===== src/rtl/uart_rcv_cmd_pkg.sv =====
// rtl/uart_rcv_cmd_pkg.sv - shared constants for the UART command receiver
// Command codes, ASCII characters and FSM state encoding.
package uart_rcv_cmd_pkg;

   localparam logic [1:0] CMD_READ  = 2'b00;
   localparam logic [1:0] CMD_WRITE = 2'b01;
   localparam logic [1:0] CMD_GO    = 2'b10;
   localparam logic [1:0] CMD_STOP  = 2'b11;

   localparam logic [7:0] ASCII_CR = 8'h0D;
   localparam logic [7:0] ASCII_LF = 8'h0A;
   localparam logic [7:0] ASCII_SP = 8'h20;
   localparam logic [7:0] ASCII_R  = 8'h72;
   localparam logic [7:0] ASCII_W  = 8'h77;
   localparam logic [7:0] ASCII_G  = 8'h67;
   localparam logic [7:0] ASCII_Q  = 8'h71;

   typedef enum logic [2:0] {
      ST_IDLE = 3'd0,
      ST_ADDR = 3'd1,
      ST_DATA = 3'd2,
      ST_QEND = 3'd3,
      ST_ERR  = 3'd4
   } state_e;

endpackage


===== src/rtl/uart_rcv_cmd_hex_ascii_dec.sv =====
// rtl/uart_rcv_cmd_hex_ascii_dec.sv - ASCII character classifier
// Flags hex digits (with nibble value), the separator and line terminators.
module hex_ascii_dec (
   input  logic [7:0] rx_char,
   output logic       is_hex,
   output logic [3:0] nibble,
   output logic       is_sp,
   output logic       is_eol
);
   import uart_rcv_cmd_pkg::*;

   always_comb begin
      is_hex = 1'b0;
      nibble = 4'h0;
      if (rx_char >= 8'h30 && rx_char <= 8'h39) begin
         is_hex = 1'b1;
         nibble = rx_char[3:0];
      end else if ((rx_char >= 8'h41 && rx_char <= 8'h46) ||
                   (rx_char >= 8'h61 && rx_char <= 8'h66)) begin
         // 'A'/'a' have low nibble 1, so +9 lands on 0xA
         is_hex = 1'b1;
         nibble = rx_char[3:0] + 4'd9;
      end
   end

   assign is_sp  = (rx_char == ASCII_SP);
   assign is_eol = (rx_char == ASCII_CR) || (rx_char == ASCII_LF);

endmodule


===== src/rtl/uart_rcv_cmd.sv =====
// rtl/uart_rcv_cmd.sv - parses ASCII command lines into read/write/go/stop commands
// One character is consumed per rx_en strobe; results pulse the cycle after the terminator.
module uart_rcv_cmd (
   input  logic        clk,
   input  logic        rst_n,
   input  logic [7:0]  rx_char,
   input  logic        rx_en,
   input  logic        cmd_busy,
   output logic        cmd_valid,
   output logic [1:0]  cmd_code,
   output logic [31:0] cmd_addr,
   output logic [31:0] cmd_wdata,
   output logic        cmd_err,
   output logic        crlf_out
);
   import uart_rcv_cmd_pkg::*;

   state_e      state_q;
   logic [1:0]  code_q;
   logic [31:0] acc_q;
   logic [31:0] acc_d;
   logic [31:0] addr_q;
   logic [3:0]  cnt_q;
   logic        cmd_valid_q;
   logic [1:0]  cmd_code_q;
   logic [31:0] cmd_addr_q;
   logic [31:0] cmd_wdata_q;
   logic        cmd_err_q;
   logic        crlf_q;

   logic        is_hex;
   logic [3:0]  nibble;
   logic        is_sp;
   logic        is_eol;

   hex_ascii_dec u_dec (
      .rx_char (rx_char),
      .is_hex  (is_hex),
      .nibble  (nibble),
      .is_sp   (is_sp),
      .is_eol  (is_eol)
   );

   assign acc_d = {acc_q[27:0], nibble};

   always_ff @(posedge clk or negedge rst_n) begin
      if (!rst_n) begin
         state_q     <= ST_IDLE;
         code_q      <= CMD_READ;
         acc_q       <= '0;
         addr_q      <= '0;
         cnt_q       <= '0;
         cmd_valid_q <= 1'b0;
         cmd_code_q  <= CMD_READ;
         cmd_addr_q  <= '0;
         cmd_wdata_q <= '0;
         cmd_err_q   <= 1'b0;
         crlf_q      <= 1'b0;
      end else begin
         cmd_valid_q <= 1'b0;
         cmd_err_q   <= 1'b0;
         crlf_q      <= 1'b0;
         if (rx_en) begin
            if (cmd_busy) begin
               state_q <= ST_ERR;
            end else begin
               case (state_q)
                  ST_IDLE: begin
                     if (is_sp || is_eol) begin
                        state_q <= ST_IDLE;
                     end else if (rx_char == ASCII_R || rx_char == ASCII_W || rx_char == ASCII_G) begin
                        code_q  <= (rx_char == ASCII_R) ? CMD_READ :
                                   (rx_char == ASCII_W) ? CMD_WRITE : CMD_GO;
                        acc_q   <= '0;
                        cnt_q   <= '0;
                        state_q <= ST_ADDR;
                     end else if (rx_char == ASCII_Q) begin
                        state_q <= ST_QEND;
                     end else begin
                        state_q <= ST_ERR;
                     end
                  end
                  ST_ADDR, ST_DATA: begin
                     if (is_hex) begin
                        if (cnt_q == 4'd8) begin
                           state_q <= ST_ERR;
                        end else begin
                           acc_q <= acc_d;
                           cnt_q <= cnt_q + 4'd1;
                        end
                     end else if (is_sp) begin
                        if (cnt_q == 4'd0) begin
                           state_q <= state_q;
                        end else if (state_q == ST_ADDR && code_q == CMD_WRITE) begin
                           addr_q  <= acc_q;
                           acc_q   <= '0;
                           cnt_q   <= '0;
                           state_q <= ST_DATA;
                        end else begin
                           state_q <= ST_ERR;
                        end
                     end else if (is_eol && cnt_q != 4'd0 &&
                                  ((state_q == ST_ADDR) != (code_q == CMD_WRITE))) begin
                        // Reads and writes must be word aligned; go has no such rule
                        state_q <= ST_IDLE;
                        if (state_q == ST_DATA) begin
                           if (addr_q[1:0] != 2'b00) begin
                              cmd_err_q <= 1'b1;
                              crlf_q    <= 1'b1;
                           end else begin
                              cmd_valid_q <= 1'b1;
                              cmd_code_q  <= CMD_WRITE;
                              cmd_addr_q  <= addr_q;
                              cmd_wdata_q <= acc_q;
                              crlf_q      <= 1'b1;
                           end
                        end else if (code_q == CMD_READ && acc_q[1:0] != 2'b00) begin
                           cmd_err_q <= 1'b1;
                           crlf_q    <= 1'b1;
                        end else begin
                           cmd_valid_q <= 1'b1;
                           cmd_code_q  <= code_q;
                           cmd_addr_q  <= acc_q;
                           crlf_q      <= (code_q != CMD_READ);
                        end
                     end else begin
                        state_q <= ST_ERR;
                     end
                  end
                  ST_QEND: begin
                     if (is_eol) begin
                        cmd_valid_q <= 1'b1;
                        cmd_code_q  <= CMD_STOP;
                        crlf_q      <= 1'b1;
                        state_q     <= ST_IDLE;
                     end else begin
                        state_q <= ST_ERR;
                     end
                  end
                  ST_ERR: begin
                     if (is_eol) begin
                        cmd_err_q <= 1'b1;
                        crlf_q    <= 1'b1;
                        state_q   <= ST_IDLE;
                     end
                  end
                  default: state_q <= ST_IDLE;
               endcase
            end
         end
      end
   end

   assign cmd_valid = cmd_valid_q;
   assign cmd_code  = cmd_code_q;
   assign cmd_addr  = cmd_addr_q;
   assign cmd_wdata = cmd_wdata_q;
   assign cmd_err   = cmd_err_q;
   assign crlf_out  = crlf_q;

endmodule

===== config.mk =====
export PLATFORM = sky130hd
export DESIGN_NAME = uart_rcv_cmd
export DESIGN_NICKNAME = d
export VERILOG_FILES = /design/src/rtl/uart_rcv_cmd_pkg.sv /design/src/rtl/uart_rcv_cmd_hex_ascii_dec.sv /design/src/rtl/uart_rcv_cmd.sv
export SDC_FILE = /design/constraint.sdc
export NUM_CORES = 1
export LEC_CHECK = 0
export CORE_MARGIN = 2
export CORE_UTILIZATION = 35
export DETAILED_ROUTE_END_ITERATION = 16
export DONT_BUFFER_PORTS = 1
export GPL_TIMING_DRIVEN = 1
export PLACE_DENSITY = 0.51
export SLEW_MARGIN = 20
export SYNTH_ARGS = -nofsm -noshare
export SYNTH_HDL_FRONTEND = slang
export SYNTH_SLANG_ARGS = --single-unit
export TNS_END_PERCENT = 50

===== constraint.sdc =====
create_clock -name clk -period 4 [get_ports clk]
set_clock_uncertainty 0.2 [all_clocks]
set_input_delay 1.2 -clock clk [delete_from_list [all_inputs] [get_ports clk]]
set_output_delay 1.2 -clock clk [all_outputs]
set_load 0.02 [all_outputs]

Yosys cells after proc, flatten, opt, wreduce, memory -nomap -nowiden
Index checks and enable logic that the tools add are counted.

storage, ports and cells
  output and inout port bits = 69
  input port bits = 12
  logic and storage cells = 159
  register bits after elaboration = 142

operators by class
  multiplexer cells = 73
  order comparisons = 6
  eq/ne operators = 31
  bitwise operators = 6
  add/sub/neg operators = 2
  reduce and logical (&&, ||, !) cells = 30

operators by type and width
  kind                                                  count
  two-way mux 32 bit                                    10
  one-hot mux 32 bit (2 select lines)                   1
  two-way mux 3 bit                                     12
  two-way mux 4 bit                                     9
  == test 8 x 7 -> 1 bit (second input constant)        4
  two-way mux 1 bit                                     26
  != test 3 bit (second input constant)                 7
  two-way mux 2 bit                                     9
  AND reduction 9 bit                                   2
  == test 8 x 4 -> 1 bit (second input constant)        2
  >= comparator 8 x 7 -> 1 bit (second input constant)  2
  <= comparator 8 x 7 -> 1 bit (second input constant)  2
  != test 2 bit (second input constant)                 8
  AND reduction 8 bit                                   2
  one-hot mux 3 bit (4 select lines)                    1
  nonzero test 2 bit                                    5
  == test 8 x 6 -> 1 bit (second input constant)        1
  >= comparator 8 x 6 -> 1 bit (second input constant)  1
  <= comparator 8 x 6 -> 1 bit (second input constant)  1
  one-hot mux 4 bit (2 select lines)                    1
  logical AND 1 bit                                     7
  AND reduction 7 bit                                   1
  == test 3 x 2 -> 1 bit (second input constant)        2
  inverter 1 bit                                        6
  other kinds (19)                                      26

Depth between registers and ports, before layout
  depth after elaboration = 10
  gate-level depth with buffers = 10
  mapped depth without buffers = 8

Modules after synthesis
A second synthesis with hierarchy kept.

second synthesis, totals
  cell total of the unflattened synthesis = 545
  area, all modules = 6,760.2 sq um

modules (own cells, without submodules)
  module         cells each  sequential area each (sq um)  times used  area an instance (sq um)
  uart_rcv_cmd   512         3,553.4                       1           6,502.5
  hex_ascii_dec  33          0.0                           1           257.7

Least setup slack after synthesis
No wires, ideal clock.

  path kind = in2reg
  start point = input rx_char[1]
  end point = register acc_q[0]
  stages = 8
  arrival time = 3,063 ps
  setup slack = 612 ps
  setup time = 125 ps
  required time = 3,675 ps
  buffers on the path = 1
  cells stage by stage = inv_1 -> ha_1 -> o21bai_1 -> a2111oi_4 -> o21ai_1 -> a311oi_1 -> buf_4 -> mux2_2

between the ends
  cells in the longest elaborated chain, start to end = 8
  elaborated cells between the ends (all ways) = 34
  those cells by class = order compare: 6; eq/ne: 12; mux: 7; reduce/logical: 9

ends and longest elaborated chain
  element                                                     RTL line                                                            source
  from (decl)                                                 uart_rcv_cmd.sv:6                                                   input logic [7:0] rx_char,
  >= comparator 8 x 7 -> 1 bit, or another cell as far along  uart_rcv_cmd_hex_ascii_dec.sv:18                                    end else if ((rx_char >= 8'h41 && rx_char <= 8'h46) ||
  logical AND 1 bit, on equally long branches                 uart_rcv_cmd_hex_ascii_dec.sv:18, uart_rcv_cmd_hex_ascii_dec.sv:19
  logical OR 1 bit                                            uart_rcv_cmd_hex_ascii_dec.sv:18
  two-way mux 4 bit                                           uart_rcv_cmd_hex_ascii_dec.sv:18
  two-way mux 4 bit                                           uart_rcv_cmd_hex_ascii_dec.sv:15                                    if (rx_char >= 8'h30 && rx_char <= 8'h39) begin
  two-way mux 32 bit                                          uart_rcv_cmd.sv:85                                                  if (cnt_q == 4'd8) begin
  two-way mux 32 bit                                          uart_rcv_cmd.sv:84                                                  if (is_hex) begin
  one-hot mux 32 bit (2 select lines)                         uart_rcv_cmd.sv:67                                                  case (state_q)
  to (signal assigned)                                        uart_rcv_cmd.sv:74                                                  acc_q <= '0;
  to (signal assigned)                                        uart_rcv_cmd.sv:88                                                  acc_q <= acc_d;
  to (signal assigned)                                        uart_rcv_cmd.sv:96                                                  acc_q <= '0;
  to (decl)                                                   uart_rcv_cmd.sv:20                                                  logic [31:0] acc_q;

Several ways; a longest one is shown, not always the timed one. The select of a mux whose other input is x is not followed.
A chain may end at the register's enable or synchronous reset.

Worst setup path after layout
  start point = input rx_char[0]
  end point = register acc_q[19]

between the ends
  cells in the longest elaborated chain, start to end = 7
  elaborated cells between the ends (all ways) = 31
  those cells by class = order compare: 6; eq/ne: 12; mux: 4; reduce/logical: 9

ends and longest elaborated chain
  element                                                                               RTL line                                                            source
  >= comparator 8 x 7 -> 1 bit, or another cell as far along                            uart_rcv_cmd_hex_ascii_dec.sv:18
  logical AND 1 bit, on equally long branches                                           uart_rcv_cmd_hex_ascii_dec.sv:18, uart_rcv_cmd_hex_ascii_dec.sv:19
  logical OR 1 bit                                                                      uart_rcv_cmd_hex_ascii_dec.sv:18
  two-way mux 1 bit                                                                     uart_rcv_cmd_hex_ascii_dec.sv:18
  two-way mux 1 bit                                                                     uart_rcv_cmd_hex_ascii_dec.sv:15
  != test 3 bit (no line) or two-way mux 32 bit (tied branches)                         n/a
  AND reduction 9 bit (no line) or one-hot mux 32 bit (2 select lines) (tied branches)  n/a
  to (signal assigned)                                                                  uart_rcv_cmd.sv:50                                                  acc_q <= '0;
  to (signal assigned)                                                                  uart_rcv_cmd.sv:74
  to (signal assigned)                                                                  uart_rcv_cmd.sv:88

Several ways; a longest one is shown, not always the timed one.

==> metrics.cfg <==
[drt]
drt-pass1-iter-count = 6
vias_per_cell = 5.09
ant_nets = 0
wirelength_mm = 14.6
drc = 0
vias = 4263
drt_iter0_markers = 306
wire_per_inst_um = 17.4

[place]
place_ws_ns = 0.242
place_area_um2 = 6860
port_buffers = 0
dpl.hpwl_mm = 9.70
place_congestion = 0.863
dp.cells = 807

[synth]
synthCells = 592
synth_flop_cell = dfrtp_1
seq_area_frac_synth_pct = 53.8
synth_warnings = 0
synthDistinctLibCells = 58
synth_edf_count = 0
ys_ff_latch = 142
synthArstFlopShare_pct = 100
syn_area_um2 = 6600
syn_area_per_cell_um2 = 11.1
synth_nets = 611

[power_and_ir_drop]
leakagePower_nw = 3.38
p_total_mw = 3.29
ir_drop_mv = 0.273
pwr_density_cell_nw_per_um2 = 440

[floorplan]
dieArea_um2 = 20000
die_x_um = 141
std_cell_rows = 50
initial_core_util_pct = 35.5
die_h_um = 141
num_io_pins = 81
coreArea_um2 = 18600

[worst_setup_path]
worstSetupPathType = in -> reg
r2r_start = state_q[0]$_DFFE_PN0P_
critPathLaunch = rx_char[0]
end_kind = register
arrival_ns = 3.49
endpoint = acc_q[19]$_DFFE_PN0P_
setup.worst_path.start_class = input pin
ff2ff_setup_slack_ns = 1.11
crit_path_max_fanout = 27
r2r_cells = 6
r2r-end = acc_q[19]$_DFFE_PN0P_
cp.required_ns = 4.14

[worst_hold_path]
hold_path.class = in -> async

[job]
maxCapViolCount = 0

[sta]
finalHoldViolCount = 0
tightest_slew_ns = 0.733
setup_viol = 0
final_max_slew_viol_count = 0
max_freq_ghz = 0.298
maxSlewHeadroom_pct = 51.0
rsz0062_at_grt = no
hold_slack_ns = 0.277
tns_ns = 0
setup_slack_ns = 0.646
fin_crit_ns = 3.35
finalCritPeriodShare_pct = 83.8

[clock_network]
cts.repair.resized = 0
tritoncts = done
holdBufCountCts = 0
max-clock-path-buffers = 2
clockRootBuffer = clkbuf_16
cts_max_level = 4
clk_pin_slew_ns = 0.06
cts_sinks = 142
clk_latency_ns = 0.42
cts_buffers = 17
postCtsSetupBuffers = 0

[cells_and_area]
diodes = 0
multi_input_area_um2 = 2750
final_common_cell = dfrtp_1
post-route-util_pct = 40.3
seqCellArea_um2 = 3550
nNetsFinal = 611
drive_above_1_share_pct = 20.5
fillers = 1753
most-common-layout-cells = 142 x dfrtp_1, 93 x nand2_1, 73 x mux2_2
final_cell_area_um2 = 7480
area_delta_synth_final_pct = 13.4
fin_cells = 838

[outcome]
status = complete, no violations

[global_route]
antenna_found_initial = 0
grt_max_degree = 143
grt_pass1_vias = 4424
grt_use_total_pct = 15.3
grt-ovfl-total = 0
grt_pass1_wl_mm = 23.7

-- registers in the layout, summed over array words and instances (netlist names) --
signal,count
acc_q,32
addr_q,32
cmd_addr,32
cmd_code,2
cmd_err,1
cmd_valid,1
cmd_wdata,32
cnt_q,4
code_q,2
crlf_out,1
state_q,3
-- report_power, final --
part | internal, mW | switching (mW) | total (mW)
clock | 1.08 | 0.591 | 1.67
combinational | 0.0460 | 0.0694 | 0.115
sequential | 1.47 | 0.0393 | 1.51
total | 2.59 | 0.700 | 3.29
-- logic make-up after synthesis --
| family | after synthesis | share of synthesized area [%] |
|---|---|---|
| flops | 142 | 53.8 |
| compound gates | 99 | 8.85 |
| buf+inv | 69 | 4.99 |
| fa+ha+maj | 8 | 1.48 |
| simple gates | 161 | 12.2 |
| mux | 111 | 18.3 |
| xor+xnor | 2 | 0.266 |
-- cell type report --
cell class / instances / share of cell area (%)
Multi-Input combinational cell: 381 / 36.7
Clock buffer: 22 / 6.20
Sequential cell: 142 / 47.5
Tap cell: 234 / 3.91
Inverter: 39 / 1.96
Clock inverter: 9 / 2.14
Timing Repair Buffer: 11 / 1.61
-- critical path, stage by stage --
cell	delay, ns
inv_1	0.09
ha_1	0.19
nor4bb_1	0.54
and3_1	0.30
nand2_1	0.11
a311oi_4	0.51
buf_12	0.28
mux2i_1	0.22
-- how the worst min path moves through the flow --
stage | slack (ns) | start | endpoint | cells past startpoint
5_1_grt | 0.25 | rst_n | cmd_wdata[22]$_DFFE_PN0P_ | 0
2_1_floorplan | 0.25 | addr_q[10]$_DFFE_PN0P_ | addr_q[10]$_DFFE_PN0P_ | 2
3_5_place_dp | 0.27 | addr_q[22]$_DFFE_PN0P_ | addr_q[22]$_DFFE_PN0P_ | 2
3_3_place_gp | 0.26 | addr_q[28]$_DFFE_PN0P_ | addr_q[28]$_DFFE_PN0P_ | 2
6_report | 0.28 | rst_n | cmd_wdata[22]$_DFFE_PN0P_ | 0
4_1_cts | 0.26 | rst_n | addr_q[19]$_DFFE_PN0P_ | 0
-- cells in the mapped netlist, types with 4 or more instances --
| master | instances | area [um^2] |
|---|---|---|
| a21oi_1 | 11 | 55.1 |
| mux2i_1 | 32 | 320 |
| ha_1 | 7 | 87.6 |
| nand2b_1 | 5 | 31.3 |
| or3_1 | 5 | 31.3 |
| nor2_1 | 11 | 41.3 |
| nand3_1 | 6 | 30.0 |
| inv_1 | 39 | 146 |
| dfrtp_1 | 142 | 3550 |
| clkbuf_1 | 17 | 63.8 |
| nor3_1 | 4 | 20.0 |
| nor2b_1 | 7 | 43.8 |
| mux2_1 | 6 | 67.6 |
| buf_2 | 5 | 25.0 |
| mux2_2 | 73 | 822 |
| nand2_1 | 93 | 349 |
| o21ai_0 | 63 | 315 |
| and3_1 | 6 | 37.5 |
-- metal layers --
metal	GRT usage (%)	vias to the layer above	part of all wire, %
li1	-	2034	-
met1	20.5	2107	47
met2	24.0	106	46
met3	5.13	16	6.3
met4	4.26	0	1.1
met5	0	-	0
(Power assumes the default switching activity.)
